==> src/rtl/full_adder.sv <==
`default_nettype none
// ============================================================================
// Module      : full_adder (with leaf cell full_adder_cell)
// Description : Ripple-carry adder computing {carry, sum} = a + b + c, with a
//               registered copy of the result and a valid flag for use in
//               pipelined datapaths. WIDTH=1 is the classic 1-bit full adder.
//
// Parameters  : WIDTH  operand width in bits, legal range 1..64
//               CNT_W  width of the optional carry-event counter
//
// Ports       : clk        rising-edge clock for the registered outputs
//               rst        asynchronous active-high reset
//               a, b       addends, WIDTH bits
//               c          carry-in
//               in_vld     qualifies a/b/c for capture on the next clk edge
//               sum        combinational sum, WIDTH bits
//               carry      combinational carry-out
//               sum_q      registered sum
//               carry_q    registered carry-out
//               out_vld    high the cycle after an accepted in_vld
//               carry_cnt  saturating count of captured carry-outs
//                          (present only when FA_CARRY_CNT_EN is defined)
//
// Build macro : FA_CARRY_CNT_EN  adds the carry_cnt port and counter
//
// Revision    : 1.0  initial release
// ============================================================================

// ----------------------------------------------------------------------------
// One bit of the ripple chain. Written as plain gates so X/Z on any input
// propagates with ordinary gate semantics.
// ----------------------------------------------------------------------------
module full_adder_cell (
    input  logic a,
    input  logic b,
    input  logic ci,
    output logic s,
    output logic co
);
    assign s  = a ^ b ^ ci;
    assign co = (a & b) | (a & ci) | (b & ci);
endmodule

// ----------------------------------------------------------------------------
// Top level
// ----------------------------------------------------------------------------
module full_adder #(
    parameter int WIDTH = 1,
    parameter int CNT_W = 16
) (
    input  logic             clk,
    input  logic             rst,
    input  logic [WIDTH-1:0] a,
    input  logic [WIDTH-1:0] b,
    input  logic             c,
    input  logic             in_vld,
    output logic [WIDTH-1:0] sum,
    output logic             carry,
    output logic [WIDTH-1:0] sum_q,
    output logic             carry_q,
`ifdef FA_CARRY_CNT_EN
    output logic             out_vld,
    output logic [CNT_W-1:0] carry_cnt
`else
    output logic             out_vld
`endif
);

    // Reject out-of-range configurations at elaboration time.
    if (WIDTH < 1 || WIDTH > 64 || CNT_W < 1) begin : g_bad_params
        $error("full_adder: WIDTH must be 1..64 and CNT_W >= 1");
    end

    // ------------------------------------------------------------------------
    // Combinational ripple chain. w_k[i] is the carry into bit i; w_k[0] is
    // the external carry-in and w_k[WIDTH] is the carry-out.
    // ------------------------------------------------------------------------
    logic [WIDTH:0] w_k;

    assign w_k[0] = c;

    for (genvar i = 0; i < WIDTH; i++) begin : g_bit
        full_adder_cell u_cell (
            .a  (a[i]),
            .b  (b[i]),
            .ci (w_k[i]),
            .s  (sum[i]),
            .co (w_k[i+1])
        );
    end

    assign carry = w_k[WIDTH];

    // ------------------------------------------------------------------------
    // Registered copy. Data registers only load on a valid input so that the
    // last accepted result stays visible while the stream is idle.
    // ------------------------------------------------------------------------
    logic [WIDTH-1:0] r_sum_q;
    logic             r_carry_q;
    logic             r_out_vld;

    always_ff @(posedge clk or posedge rst) begin
        if (rst) begin
            r_sum_q   <= '0;
            r_carry_q <= 1'b0;
            r_out_vld <= 1'b0;
        end else begin
            r_out_vld <= in_vld;
            if (in_vld) begin
                r_sum_q   <= sum;
                r_carry_q <= carry;
            end
        end
    end

    assign sum_q   = r_sum_q;
    assign carry_q = r_carry_q;
    assign out_vld = r_out_vld;

`ifdef FA_CARRY_CNT_EN
    // ------------------------------------------------------------------------
    // Carry-event counter: counts captured inputs that produced a carry-out,
    // sticking at its maximum rather than wrapping so an overflowing count is
    // never mistaken for a small one.
    // ------------------------------------------------------------------------
    localparam logic [CNT_W-1:0] c_CNT_MAX = {CNT_W{1'b1}};
    localparam logic [CNT_W-1:0] c_CNT_ONE = CNT_W'(1);

    logic [CNT_W-1:0] r_carry_cnt;
    logic             w_cnt_inc;

    assign w_cnt_inc = in_vld & carry & (r_carry_cnt != c_CNT_MAX);

    always_ff @(posedge clk or posedge rst) begin
        if (rst) begin
            r_carry_cnt <= '0;
        end else if (w_cnt_inc) begin
            r_carry_cnt <= r_carry_cnt + c_CNT_ONE;
        end
    end

    assign carry_cnt = r_carry_cnt;
`endif

endmodule
`default_nettype wire

==> config.mk <==
export PLATFORM = sky130hd
export DESIGN_NAME = full_adder
export DESIGN_NICKNAME = d
export VERILOG_FILES = /design/src/rtl/full_adder.sv
export SDC_FILE = /design/constraint.sdc
export NUM_CORES = 1
export LEC_CHECK = 0
export CAP_MARGIN = 20
export CORE_AREA = 5 5 42 44
export DETAILED_ROUTE_END_ITERATION = 8
export DIE_AREA = 0 0 47 49
export DONT_BUFFER_PORTS = 1
export GPL_TIMING_DRIVEN = 0
export HOLD_SLACK_MARGIN = 0.15
export PLACE_DENSITY_LB_ADDON = 0.15
export SYNTH_ARGS = -nofsm -noshare
export SYNTH_HDL_FRONTEND = slang
export SYNTH_HIERARCHICAL = 1
export SYNTH_SLANG_ARGS = --single-unit
==> constraint.sdc <==
create_clock -name clk -period 1.25 [get_ports clk]
set_clock_uncertainty 0.2 [all_clocks]
set_input_delay 0.25 -clock clk [delete_from_list [all_inputs] [get_ports clk]]
set_output_delay 0.25 -clock clk [all_outputs]
set_load 0.01 [all_outputs]
==> reports/results.txt <==
Status -> finished with violations
Failing checks -> negative setup slack
#FFs+latches synth -> 3
Sink Count -> 3
VDD IR max -> 0.401 mV
Fmax -> 775 MHz
Syn nets -> 14
Antenna diodes -> 0
Endpoints failing hold -> 0
Startpoint Class -> input pin
Crit end category -> primary output
Grt ovf -> 0
Die height -> 49 um
CTS tree -> built
Slew Limit Fails -> 0
Warnings, synthesis -> 6
RSZ-0062 raised after global routing -> true
Setup Buffers After CTS -> 0
HP Class -> input pin to register
Crit path DAT -> 840 ps
Proportion of layout cells with a drive suffix above 1 -> 46.7%
Row count -> 14
Synth top cells by count -> 3 x dfrtp_1, 2 x mux2_2, 1 x fa_1, 1 x inv_1
Avg Cell Area, Syn -> 17.3 um2
Number of remaining DRC errors -> 0
Root buffer cell -> clkbuf_4
Post-synth top area cell -> dfrtp_1
Sequential share of the synthesized area -> 61.9%
CP bufs+invs -> 0
Initial antenna violation count -> 0
First-pass iteration count of the detailed router -> 1
Vias in the first global route -> 102
Setup violations, final -> 1
Leak Pwr -> 0.0000985 uW
Gr usage total -> 3.89%
GPL Wtd Cong -> 0.548
Required time worst endpoint -> 800 ps
DIE AREA -> 0.00230 mm2
Total power -> 340 uW
Worst skew pair latency -> 230 ps
Most common cell in the netlist -> dfrtp_1
I/O pin cnt -> 11
Routed wire per std cell -> 10.9 um
Syn Inst Count -> 7
Vias per cell -> 2.77
Fin util -> 15.4%
Area grow syn2layout -> 78.4%
PortBufs -> 0
First-pass GRT wire length -> 524 um
Area fraction of the dominant cell type after synthesis -> 61.9%
Non-Filler Instances -> 31
Iter 0 DRT Violations -> 0
Worst-path fanout max -> 2
Worst slew pin tran -> 173 ps
Pre-CTS worst setup slack -> -97.9 ps
Largest cells by area after synthesis -> dfrtp_1 62%, mux2_2 19%, fa_1 16%, inv_1 3.1%
Period utilization -> 103%
CTS max path bufs -> 2
Clock slew at reported path FFs -> 40 ps
Max-cap violations -> 0
Post-route cell area -> 216 um2
Detailed Route WL -> 337 um
H-Tree Depth -> 1
Netlist cell types -> 4
Kind of critical path -> input pin to primary output
PwrDens -> 1570 mW/mm2
Critical path's largest stage delay -> 590 ps
Slew headroom -> 88.4%
Starting Density -> 8.66%
Delay-heaviest family, CP -> adder cells
Post-Synthesis Cell Area -> 121 um2
Clock period minus worst slack -> 1290 ps
Chip width -> 47 um
Core ar. -> 0.00140 mm2
Number of buffers created by CTS -> 3
Ys async rst share -> 100%
Largest net degree at the start of global routing -> 4
Placed Cells -> 23
CP Cell Sequence -> fa_2
Antenna-violating nets left -> 0
Post-synth EDFFs -> 0
# nets final -> 23
Critical Path Slowest Stage Cell -> fa_2
Worst setup margin -> -41.1 ps
Ys flop type -> dfrtp_1
Vias -> 86
Area of placed instances -> 148 um2
state kept, by name, indices dropped and copies added, names as in the netlist:
| signal | flops |
|---|---|
| out_vld | 1 |
| carry_q | 1 |
| sum_q | 1 |
power breakdown:
group	switching, uW	internal (uW)
clock	50.8	120
sequential	14.9	110
combinational	16.6	28.5
path summary, 6_finish.rpt:
kind / start / to / slack [ps] / depth (start not counted)
max in group asynchronous: rst / carry_q / 70 / 3
worst min register to register: carry_q / carry_q / 390 / 1
worst max register to register: sum_q / sum_q / 230 / 1
worst max-delay path: c / sum / -40 / 1
worst min-delay path: a / carry_q / 210 / 2
min in group asynchronous: rst / out_vld / 680 / 3
per-layer routing:
metal	share of wire, %	wire length (um)	vias to the layer above	track usage, %
met4	5.0	17	0	5.53
li1	-	-	37	-
met1	34	115	39	3.11
met2	44	149	8	4.98
met3	16	55	2	2.58
met5	0	0	-	0
cell families after synthesis:
kind of cell | Yosys count | synth area share (%)
adders and majority gates | 1 | 16.5
buffers and inverters | 1 | 3.09
DFF | 3 | 61.9
muxes | 2 | 18.6
area by class of cell:
| type | count | area [um2] |
|---|---|---|
| fillers | 161 | 1180 |
| multi-input cells | 3 | 48.8 |
| flip-flops and latches | 3 | 75.1 |
| clock buffers | 4 | 26.3 |
| well taps | 16 | 20.0 |
| repair buffers | 4 | 42.5 |
| inverters | 1 | 3.75 |
what timing repair did:
item / 4_1_cts / 5_1_grt
endpoints found under the setup margin: 1 / 5
hold endpoints to repair: 6 / 1
gates resized for setup: 0 / 2
gates cloned: 0 / 0
hold buffers: 3 / 1
metrics by stage:
step	hold WS, ps	setup TNS, ps
floorplan	-196	-110
global placement	-184	-148
detailed placement	-185	-154
CTS	210	-90.7
global route	217	-46.2
finish	213	-41.1
layout by cell type, fill, tap and decap left out, drive strengths merged:
| cell | Yosys | layout |
|---|---|---|
| fa | 1 | 1 |
| inv | 1 | 1 |
| mux2 | 2 | 2 |
| dlygate4sd3 | 0 | 3 |
| dfrtp | 3 | 3 |
| clkbuf | 0 | 4 |
| dlymetal6s4s | 0 | 1 |
No activity file was read; power rests on OpenSTA's default activity.
==> variant, RTL diff (same flow settings) <==
Build with the macro `FA_CARRY_CNT_EN` defined.
--- a/src/rtl/full_adder.sv
+++ b/src/rtl/full_adder.sv
@@ -32,2 +32,4 @@
 // ----------------------------------------------------------------------------
+`define FA_CARRY_CNT_EN
+
 module full_adder_cell (
Behaviour (old outputs only; new: carry_cnt): unchanged (Yosys induction, for registers that start in step).
==> variant against the original RTL <==
The run ends with hold timing, setup timing left; clock power up 84%; sequential share of layout area rose by 9.6 points; routed wire length grew to 6.2 times the old value; area after synthesis rose to 7.6 times the old value; synthesized cell count grew to 12 times the old value; worst hold slack worse by 0.47 ns; sequential cell count increased by 16; final area grew to 5.2 times the old value; worst setup slack worse by 0.55 ns; total power increased to 5.0 times the old value; largest cell class is now multi-input combinational cells.
==> variant: results (changes against the original RTL) <==
| Metric | Value |
|---|---|
| Status | `complete, but fails checks` |
| Failing checks | `hold timing, setup timing` |
| GRT Overall Usage | `0.1967 (+0.1578)` |
| Register area | `495.5 sq um (+560%)` |
| Clock Latency Late Sink | `0.30 ns (+0.07 ns)` |
| Synth area leaders | `dfrtp_1, xor2_1, xnor2_1` |
| Fin nets | `98 (+330%)` |
| Clk. pwr | `313 uW (+84%)` |
| Vias per cell | `6.705 (+140%)` |
| Buffer share of cell area | `0.05257 (-0.1440)` |
| Met3 WL post-DR | `154 um (+180%)` |
| Crit Path Max Fanout | `6 (+4)` |
| Clk pin slew, worst setup/hold paths | `0.11 ns (+0.07 ns)` |
| Final setup fails | `17 (+16)` |
| Gpl congestion | `0.8193 (+50%)` |
| GRT met3 Usage | `0.04797 (+0.02214)` |
| Post-layout util | `0.7982 (+0.6438)` |
| Multi-input logic area | `506.7 sq um (+940%)` |
| Synthesized flop and latch total | `19 (+16)` |
| Post-Syn Instances | `81 (+74)` |
| Clock buffer cells | `4 (unchanged)` |
| Dpl ws | `-0.5707 ns (-0.4728 ns)` |
| FF-to-FF path depth | `5 (+4)` |
| PnR worst setup slack | `-0.5910 ns (-0.5499 ns)` |
| Seq/Total Area, Yosys | `0.5156 (-0.1030)` |
| Post-placement cell count | `97 (+320%)` |
| Rel. slew slack | `0.5200 (-0.3644)` |
| Post-Place Cell Area | `1002 sq um (+580%)` |
| Cell variety after synth | `27 (+23)` |
| Fraction of layout cells with a size suffix above 1 | `0.4382 (-0.02846)` |
| Lkg Pwr | `0.4505 nW (+360%)` |
| Drt pass-1 iters | `4 (+3)` |
| Setup TNS | `-8.497 ns (-8.456 ns)` |
| DR WL met2 | `1096 um (+640%)` |
| Logic inverters | `3 (+2)` |
| Worst r2r dst | `carry_cnt[9]` |
| M1 GR Usage | `0.2459 (+0.2148)` |
| Slowest stage delay, CP | `0.46 ns (-0.13 ns)` |
| Filler Cell Count | `75 (-53%)` |
| Number of global-route vias before repair | `745 (+630%)` |
| R2R Path Start | `carry_cnt[12]` |
| Routed via count | `704 (+720%)` |
| Initial drt markers | `5 (+5)` |
| Synth Net Count | `89 (+75)` |
| Post-Route WL | `2103 um (+520%)` |
| Top post-synthesis cells by count | `dfrtp_1, nand4_1, xor2_1` |
| Hold Slack | `-0.2577 ns (-0.4705 ns)` |
| CP max stage cell | `dfrtp_2` |
| Met2 GRT Util | `0.3167 (+0.2670)` |
| Critical Path AT | `1.82 ns (+0.98 ns)` |
| Sequential Power | `1.07 mW (+760%)` |
| Final hold violation count | `19 (+19)` |
| VDD IR-drop max | `1.216 mV (+200%)` |
| CP top delay family | `simple AND/OR/NAND/NOR gates` |
| Multi-input comb cells | `57 (+54)` |
| Non-CTS buffers | `6 (+2)` |
| Met1 WL | `807 um (+600%)` |
variant: what timing repair did:
action | in CTS | in global routing
gates resized for setup | 16 | 8
hold buffers | 1 | 1
endpoints found under the setup margin | 20 | 30
gates cloned | 1 | 0
endpoints found under the hold margin | 24 | 20
buffers inserted | 1 | 0
pin swaps | 5 | 4
variant: cell families after synthesis:
group | count (synthesis) | share of synthesized area
compound gates | 3 | 0.01899
fa+ha+maj | 2 | 0.03528
simple gates | 36 | 0.2483
buf+inv | 5 | 0.02442
flops | 19 | 0.5156
xor+xnor | 14 | 0.1330
mux | 2 | 0.02442
variant: worst max-delay path by stage:
stage	to	startpoint	depth (start not counted)
detailed placement	carry_cnt[8]	carry_cnt[14]	5
global route	carry_cnt[13]	carry_cnt[12]	5
global placement	carry_cnt[4]	carry_cnt[13]	5
CTS	carry_cnt[9]	carry_cnt[0]	6
floorplan	carry_cnt[1]	carry_cnt[1]	5
finish	carry_cnt[9]	carry_cnt[12]	5
